$ cat src/rtl/ame_pivot_pkg.sv
// Shared types for the AME 6x6 pivot scheduler: row count, FSM states, column type.
package ame_pivot_pkg;

  localparam int AME_ROWS      = 6;
  localparam int AME_DATA_BITS = 64;

  typedef enum logic [2:0] {
    ST_IDLE,
    ST_ISSUE,
    ST_WAIT,
    ST_OUT,
    ST_DONE
  } state_t;

  typedef logic [AME_ROWS-1:0][AME_DATA_BITS-1:0] column_t;

endpackage

$ cat src/rtl/ame_pivot_mat.sv
// Six-column coefficient store: write port only honoured while the scheduler idles,
// combinational column read. Contents survive reset.
module ame_pivot_mat
  import ame_pivot_pkg::*;
#(
  parameter int COMP_DATA_BITS     = 64,
  parameter int COMP_DATA_IDX_BITS = 3
) (
  input  logic                                    clk,
  input  logic                                    idle,
  input  logic                                    wr_en,
  input  logic [COMP_DATA_IDX_BITS-1:0]           wr_idx,
  input  logic [AME_ROWS-1:0][COMP_DATA_BITS-1:0] wr_data,
  input  logic [COMP_DATA_IDX_BITS-1:0]           rd_idx,
  output logic [AME_ROWS-1:0][COMP_DATA_BITS-1:0] rd_data
);

  logic [AME_ROWS-1:0][COMP_DATA_BITS-1:0] col_mem [AME_ROWS];
  logic [AME_ROWS-1:0]                     wr_sel;

  // Indices 6 and 7 match no column, so such writes fall away.
  for (genvar gi = 0; gi < AME_ROWS; gi++) begin : g_wr_sel
    assign wr_sel[gi] = idle && wr_en && (wr_idx == COMP_DATA_IDX_BITS'(gi));
  end

  always_ff @(posedge clk) begin
    for (int i = 0; i < AME_ROWS; i++) begin
      if (wr_sel[i]) col_mem[i] <= wr_data;
    end
  end

  always_comb begin
    rd_data = '0;
    for (int i = 0; i < AME_ROWS; i++) begin
      if (rd_idx == COMP_DATA_IDX_BITS'(i)) rd_data = col_mem[i];
    end
  end

endmodule

$ cat src/rtl/ame_pivot_sched.sv
// Sequential pivot scheduler for the AME 6x6 solve. Optional macro AME_PIVOT_PERM_EN
// adds the perm_o row-permutation output.
module ame_pivot_sched
  import ame_pivot_pkg::*;
#(
  parameter int COMP_DATA_BITS     = 64,
  parameter int COMP_DATA_IDX_BITS = 3
) (
  input  logic                                        clk_i,
  input  logic                                        rst_i,
  input  logic                                        col_wr_en_i,
  input  logic [COMP_DATA_IDX_BITS-1:0]               col_wr_idx_i,
  input  logic [AME_ROWS-1:0][COMP_DATA_BITS-1:0]     col_wr_data_i,
  input  logic                                        sched_init_i,
  output logic                                        sched_busy_o,
  output logic                                        sched_done_o,
  output logic                                        sched_singular_o,
  output logic                                        comp_init_o,
  output logic [AME_ROWS-1:0][COMP_DATA_BITS-1:0]     comp_data_o,
  output logic [AME_ROWS-1:0]                         comp_data_mask_o,
  input  logic                                        comp_done_i,
  input  logic [COMP_DATA_BITS-1:0]                   comp_data_i,
  input  logic [COMP_DATA_IDX_BITS-1:0]               comp_data_index_i,
`ifdef AME_PIVOT_PERM_EN
  output logic [AME_ROWS-1:0][COMP_DATA_IDX_BITS-1:0] perm_o,
`endif
  output logic                                        piv_valid_o,
  input  logic                                        piv_ready_i,
  output logic [COMP_DATA_IDX_BITS-1:0]               piv_col_o,
  output logic [COMP_DATA_IDX_BITS-1:0]               piv_row_o,
  output logic [COMP_DATA_BITS-1:0]                   piv_data_o
);

  localparam logic [COMP_DATA_IDX_BITS-1:0] LAST_COL = COMP_DATA_IDX_BITS'(AME_ROWS - 1);

  state_t                                  state_reg, state_next;
  logic [COMP_DATA_IDX_BITS-1:0]           col_cnt_reg;
  logic [AME_ROWS-1:0]                     mask_reg;
  logic                                    singular_reg;
  logic                                    piv_valid_reg;
  logic [COMP_DATA_IDX_BITS-1:0]           piv_col_reg;
  logic [COMP_DATA_IDX_BITS-1:0]           piv_row_reg;
  logic [COMP_DATA_BITS-1:0]               piv_data_reg;
  logic [AME_ROWS-1:0][COMP_DATA_BITS-1:0] col_data;
  logic [AME_ROWS-1:0]                     idx_onehot;
  logic                                    idle, in_cmp, pivot_bad, handshake;

  assign idle       = (state_reg == ST_IDLE);
  assign in_cmp     = (state_reg == ST_ISSUE) || (state_reg == ST_WAIT);
  assign handshake  = (state_reg == ST_OUT) && piv_valid_reg && piv_ready_i;

  // An out-of-range index shifts to zero here, so it never aliases a real row.
  assign idx_onehot = AME_ROWS'(1) << comp_data_index_i;
  assign pivot_bad  = (comp_data_i == '0) || (comp_data_index_i > LAST_COL)
                      || ((mask_reg & idx_onehot) != '0);

  ame_pivot_mat #(
    .COMP_DATA_BITS    (COMP_DATA_BITS),
    .COMP_DATA_IDX_BITS(COMP_DATA_IDX_BITS)
  ) u_mat (
    .clk    (clk_i),
    .idle   (idle),
    .wr_en  (col_wr_en_i),
    .wr_idx (col_wr_idx_i),
    .wr_data(col_wr_data_i),
    .rd_idx (col_cnt_reg),
    .rd_data(col_data)
  );

  always_comb begin
    state_next = state_reg;
    case (state_reg)
      ST_IDLE:  if (sched_init_i) state_next = ST_ISSUE;
      ST_ISSUE,
      ST_WAIT: begin
        if (comp_done_i) state_next = pivot_bad ? ST_DONE : ST_OUT;
        else             state_next = ST_WAIT;
      end
      ST_OUT:   if (handshake) state_next = (col_cnt_reg == LAST_COL) ? ST_DONE : ST_ISSUE;
      ST_DONE:  state_next = ST_IDLE;
      default:  state_next = ST_IDLE;
    endcase
  end

  always_ff @(posedge clk_i) begin
    if (rst_i) begin
      state_reg     <= ST_IDLE;
      col_cnt_reg   <= '0;
      mask_reg      <= '0;
      singular_reg  <= 1'b0;
      piv_valid_reg <= 1'b0;
      piv_col_reg   <= '0;
      piv_row_reg   <= '0;
      piv_data_reg  <= '0;
    end else begin
      state_reg <= state_next;
      case (state_reg)
        ST_IDLE: begin
          if (sched_init_i) begin
            col_cnt_reg  <= '0;
            mask_reg     <= '0;
            singular_reg <= 1'b0;
          end
        end
        ST_ISSUE,
        ST_WAIT: begin
          if (comp_done_i) begin
            piv_col_reg  <= col_cnt_reg;
            piv_row_reg  <= comp_data_index_i;
            piv_data_reg <= comp_data_i;
            if (pivot_bad) singular_reg <= 1'b1;
          end
        end
        ST_OUT: begin
          // Valid is staged one cycle behind the capture to keep the wide
          // comparator result path off the downstream interface.
          if (!piv_valid_reg) begin
            piv_valid_reg <= 1'b1;
          end else if (piv_ready_i) begin
            piv_valid_reg <= 1'b0;
            mask_reg      <= mask_reg | (AME_ROWS'(1) << piv_row_reg);
            col_cnt_reg   <= col_cnt_reg + 1'b1;
          end
        end
        default: ;
      endcase
    end
  end

`ifdef AME_PIVOT_PERM_EN
  for (genvar gi = 0; gi < AME_ROWS; gi++) begin : g_perm
    logic [COMP_DATA_IDX_BITS-1:0] entry_reg;
    always_ff @(posedge clk_i) begin
      if (rst_i || (idle && sched_init_i)) begin
        entry_reg <= COMP_DATA_IDX_BITS'(gi);
      end else if (handshake && (piv_col_reg == COMP_DATA_IDX_BITS'(gi))) begin
        entry_reg <= piv_row_reg;
      end
    end
    assign perm_o[gi] = entry_reg;
  end
`endif

  assign sched_busy_o     = !idle;
  assign sched_done_o     = (state_reg == ST_DONE);
  assign sched_singular_o = singular_reg;
  assign comp_init_o      = (state_reg == ST_ISSUE);
  assign comp_data_o      = in_cmp ? col_data : '0;
  assign comp_data_mask_o = in_cmp ? mask_reg : '0;
  assign piv_valid_o      = piv_valid_reg;
  assign piv_col_o        = piv_col_reg;
  assign piv_row_o        = piv_row_reg;
  assign piv_data_o       = piv_data_reg;

endmodule

$ cat config.mk
export PLATFORM = sky130hd
export DESIGN_NAME = ame_pivot_sched
export DESIGN_NICKNAME = d
export VERILOG_FILES = /design/src/rtl/ame_pivot_pkg.sv /design/src/rtl/ame_pivot_mat.sv /design/src/rtl/ame_pivot_sched.sv
export SDC_FILE = /design/constraint.sdc
export NUM_CORES = 2
export LEC_CHECK = 0
export BUFFER_PORTS_ARGS = -buffer_cell sky130_fd_sc_hd__buf_2
export CAP_MARGIN = 40
export CORE_AREA = 10 10 506 508
export DETAILED_ROUTE_END_ITERATION = 10
export DIE_AREA = 0 0 516 518
export HOLD_SLACK_MARGIN = 0.02
export MAX_ROUTING_LAYER = met4
export SLEW_MARGIN = 25
export SYNTH_ARGS = -nofsm -noshare
export SYNTH_HDL_FRONTEND = slang
export SYNTH_HIERARCHICAL = 1
export SYNTH_SLANG_ARGS = --single-unit
$ cat constraint.sdc
create_clock -name clk_i -period 45.4 [get_ports clk_i]
set_input_delay 2.27 -clock clk_i [delete_from_list [all_inputs] [get_ports clk_i]]
set_output_delay 2.27 -clock clk_i [all_outputs]
set_load 0.01 [all_outputs]
* Yosys cells after proc, flatten, opt, wreduce, memory -nomap -nowiden
Memory sizes are Yosys's and may differ from the RTL's. Index checks and enable logic that the tools add are counted.
Operators by class: $add $sub $neg 1, magnitude comparators 1, eq/ne operators 20, shifts and indexed selects 2, muxes and demuxes 55, bitwise gates (word level) 2, reduce and logical (&&, ||, !) cells 30
Operators with widths (count):
- two-way mux 384 bit | 12
- OR reduction 384 bit | 5
- zero test 64 bit | 1
- two-way mux 3 bit | 13
- two-way mux 6 bit | 4
- two-way mux 1 bit | 22
- == test 3 x 2 -> 1 bit, second input constant | 6
- == test 3 bit, second input constant | 5
- inequality test 2 bit, second input constant | 6
- case mux 6 bit (2 select lines) | 1
- left shift 1 x 3 -> 6 bit, first input constant | 2
- == test 3 x 1 -> 1 bit, second input constant | 3
- logical AND 1 bit | 9
- zero test 3 bit | 3
- case mux 3 bit (3 select lines) | 1
- AND reduction 4 bit | 2
- bitwise AND 6 bit | 1
- bitwise OR 6 bit | 1
- case mux 3 bit (2 select lines) | 1
- nonzero test 6 bit | 1
- AND reduction 2 bit | 2
- nonzero test 2 bit | 2
- adder 3 x 1 -> 3 bit, second input constant | 1
- greater-than comparator 3 bit, second input constant | 1
- 4 further kinds | 6
Word-level totals: register bits 84, bits in writable memories 2304, bits of input ports 460, output and inout bits 465, logic and storage cells 120, memories 1
Memories:
- u_mat.col_mem | words 6, bits a word 384, read ports 6, clocked after Yosys merged registers in 0, wr ports 1, line ame_pivot_mat.sv:18 | logic [AME_ROWS-1:0][COMP_DATA_BITS-1:0] col_mem [AME_ROWS];

* Longest topological paths before layout
depth in word-level cells 11, gate-level depth with buffers 8, mapped depth without buffers 6

* By module
The synthesis kept the hierarchy.
By module, submodules not included:
- ame_pivot_mat | instances 1, cells an instance 4666, area an instance 91660.4 sq um, sequential area each 69186.4 sq um
- ame_pivot_sched | instances 1, cells an instance 843, area an instance 6074.6 sq um, sequential area each 1681.6 sq um

* Least setup slack after synthesis
OpenSTA, ideal clock, no wires.
path kind input port to flip-flop, start point in col_wr_idx_i[1], end point mem u_mat/col_mem[0][0] in the netlist's numbering, enable pin, setup time 1687 ps, arrival 29976 ps, data required time 43713 ps, setup slack 13737 ps, cell stages on the path 2, buffers on the path 0, path through and3b_1 -> nor3b_1
Between the ends: elaborated cells between the ends (all ways) 39, classes of those cells eq/ne (5); mux (22); reduce/logical (12)
RTL lines:
- start: declaration | line ame_pivot_sched.sv:12 | input logic [COMP_DATA_IDX_BITS-1:0] col_wr_idx_i,
- zero test 3 bit | line ame_pivot_mat.sv:23 | assign wr_sel[gi] = idle && wr_en && (wr_idx == COMP_DATA_IDX_BITS'(gi));
- logical AND 1 bit | line ame_pivot_mat.sv:23
- net u_mat.wr_sel[0] | line ame_pivot_mat.sv:19 | logic [AME_ROWS-1:0] wr_sel;
- two-way mux 1 bit | line ame_pivot_mat.sv:28 | if (wr_sel[i]) col_mem[i] <= wr_data;
- two-way mux 1 bit (implied by the code) | line ame_pivot_mat.sv:28
- two-way mux 1 bit (no line) (5 in a row)
- end: declaration | line ame_pivot_mat.sv:18
The timed path passes the listed nets, and every way through them passes these cells.

==> qor.txt <==
================================================================================
Register area share after synthesis                                        72.5%
Worst slack after detailed placement                                    37.84 ns
Slew Limit Headroom                                                        22.3%
Area of the multi-input gates                                         23,900 um2
Hold worst-path end                                                 piv_data_o[36]
Number of antenna violations at the first check in global routing            125
Avg WL per Cell                                                          27.8 um
First drt pass iteration count                                                 6
Synth Area in XOR/XNOR                                                   0.0256%
Number of hold violations in the final report                                  0
First-pass GRT wire length                                            398,000 um
Result of the run                                                   finished clean
Post-synthesis cell type with the largest combined area                 edfxtp_1
Clock tree root buffer cell                                            clkbuf_16
Synthesized Nets                                                           5,971
CP arrival                                                               6.15 ns
Smallest hold slack                                                     0.451 ns
Biggest area contributors in the synthesized netlist                edfxtp_1, o32ai_2, a221oi_2
Critical path cell sequence                                         nand2b_4 > buf_4 > buf_16 > buf_4 > buf_4 > buf_4 > o32ai_2 > a221oi_2 > and2_1 > buf_2
Min-delay src                                                       piv_data_o[36]
Total number of placement rows                                               182
Initial drt markers                                                        4,853
Max Clock Skew                                                         0.0394 ns
Starting Density                                                           39.8%
Most common library cell in the layout ignoring fill and taps           edfxtp_1
Post-detail-place hpwl                                                166,000 um
Final Wtd Congestion                                                       0.869
Least-Margin Pin Slew                                                    1.17 ns
Critical R2R Launch                                                 state_reg[2]
Total standard cell area after synthesis                              97,700 um2
Setup repair after global routing missed its margin                           no
Number of global-route vias before repair                                 56,000
Worst Slack Setup Final                                                 36.98 ns
Worst reg2reg path endpoint                                         u_mat/col_mem[3][69]
Fraction of final layout cells sized beyond drive strength 1               36.7%
Worst min-delay path category                                       flip-flop to flip-flop
Vertical extent of the die                                                518 um
CP max FO                                                                     42
Count of pins over their slew limit                                            0
Max-Cap Viols                                                                  0
Avg Cell Area, Syn                                                      17.7 um2
Worst-case clock buffer depth                                                  4
Quantity of hold-fixing buffers added after cts                                0
Setup_tns                                                                   0 ns
Final routed DRC violation total                                               0
Number of different library cells in the post-synthesis netlist               58
Final worst path period share                                              18.5%
Top Family by Delay on Critical Path                                buffers and inverters
Net count of the finished layout                                           6,838
Number of CTS-inserted buffers                                               275
Time the worst path needs with I/O delays and setup                      8.42 ns
Ratio of routed vias to standard cells                                      5.74
Clock latency on the worst-skew pair                                     0.91 ns
Port Buffers                                                                 924
Clk sink count                                                             2,388
Warning count from the yosys run                                               6
Most Frequent Cell on Critical Path                                        buf_4
ANT nets after route                                                           0
Total chip power                                                         6.17 mW
Clock slew at reported path FFs                                          0.06 ns
Number of fillers in the final layout                                     21,100
Num ports                                                                    925
Crit. End Element                                                     output pin
Share of synthesized flip-flops with an asynchronous set or reset             0%
Overflow left after global routing                                             0
Setup violators final                                                          0
Slowest cell on the critical path                                        dfxtp_4
Combinational family with the most area after synthesis             compound AO/OA/AOI/OAI gates
Flop-to-flop setup slack                                                40.26 ns
Crit path largest cell delay                                             0.85 ns
Total wire length                                                     274,000 um
Flip-flop count of the largest register after layout                       2,304
Most used DFF post-synth                                                edfxtp_1
Die Wd                                                                    516 um
F_max                                                                  0.119 GHz
Number of flops mapped to enable cells by yosys                            2,304
Placed cell areas                                                    105,000 um2
Worst setup path category                                           flip-flop to output pin
Compound-cell area share of the yosys netlist                              16.5%
Maximum number of pins on one net before global-route repair                 179
Simple logic cell fraction of the synthesized area                         3.42%
Number of register bits inferred by synthesis                              2,388
Synthesized-area fraction occupied by adder cells                        0.0256%
Die Footprint                                                        267,000 um2
Most frequent cells in the layout                                   edfxtp_1, buf_2, and2_1, o22ai_1, o21ai_0
H-Tree Level Count                                                             5
TritonCTS clock tree                                                        done
Leak Pwr                                                                 37.9 nW
Storage element area                                                  70,900 um2
Area of the core region                                              245,000 um2
GRT Util Overall                                                           20.1%
Synthesis-to-layout area growth                                            16.6%
Pwr per Cell Area                                                    54.1 nW/um2
Gate Count Post-Synth                                                      5,509
Crit path buffers/inverters                                                    6
Multiplexer area fraction after synthesis                                  4.47%
Post-route design area                                               114,000 um2
Via count                                                                 56,600
Post-cts sizing count                                                          0
Max VDD drop                                                           0.0401 mV
Data required time at the worst endpoint                                43.13 ns
Synth top area share                                                       70.8%
Number of cells on the worst reg-to-reg path                                   9
Buffers inserted during post-CTS setup optimization                            0
Instance count along the most critical hold path                               2
Critical path startpoint category                                      flip-flop
================================================================================
[worst min-delay path, cell delays in order, from the launching register on]
cell	delay [ns]
dfxtp_1	0.30
nand2_1	0.05
a21oi_1	0.05
[power by group]
group | internal, mW | leakage [nW] | switching (mW)
logic | 0.557 | 12.4 | 1.05
registers | 2.51 | 21.5 | 0.0310
clock network | 1.17 | 3.95 | 0.844
[cells in the mapped netlist, drive strengths merged (2+ instances only)]
library cell and number:
a211oi 2, a21oi 72, a221oi 384, a32oi 2, a41oi 6, and2 391
and3 2, buf 285, clkbuf 210, clkinv 2, dfxtp 84, edfxtp 2304
ha 2, inv 9, mux2 385, nand2 142, nand2b 3, nand4 5
nor2 17, nor2b 2, nor3 4, nor3b 2, nor4 17, o21ai 390
o22ai 384, o32ai 384, or2 2, or3 3, xnor2 2
[how the worst max path moves through the flow]
stage,startpoint,endpoint,slack [ns],cells past startpoint
detailed placement,col_cnt_reg[1],comp_data_o[77],37.84,10
global placement,col_cnt_reg[1],comp_data_o[30],37.26,9
floorplan,col_wr_idx_i[1],u_mat/col_mem[0][0],13.74,2
finish,col_cnt_reg[1],comp_data_o[77],36.98,10
global route,col_cnt_reg[1],comp_data_o[61],36.71,10
CTS,col_cnt_reg[1],comp_data_o[77],36.81,10
[area by class of cell]
cell class,instances,share of cell area [%]
clock buffer,351,6.47
inverter,11,0.0571
timing repair buffer,1085,5.99
antenna,73,0.160
tap,3220,3.53
multi-input combinational,2615,21.0
sequential,2388,62.2
clock inverter,112,0.627
[kinds of logic (layout without fill, tap and decap cells)]
group | count (synthesis) | after routing
flip-flops | 2388 | 2388
AO/OA/AOI/OAI | 1629 | 1629
AND/OR/NAND/NOR | 595 | 595
buffers and inverters | 506 | 1559
multiplexers | 387 | 387
adder cells (fa/ha/maj) | 2 | 2
XOR/XNOR | 2 | 2
other | 0 | 73
[through the flow]
stage,utilization [%],instances
2_1_floorplan,-,5509
3_3_place_gp,42.5,9264
3_5_place_dp,42.9,9306
4_1_cts,46.2,9769
5_1_grt,46.4,9847
6_report,46.4,9855
[routing by layer]
layer	GRT usage [%]	wire length, um	vias to the layer above
li1	-	-	24600
met1	26.5	117000	29400
met2	31.1	130000	2068
met3	4.22	18700	502
met4	6.39	8260	0
met5	-	0	-
No activity file was read; power rests on OpenSTA's default activity.
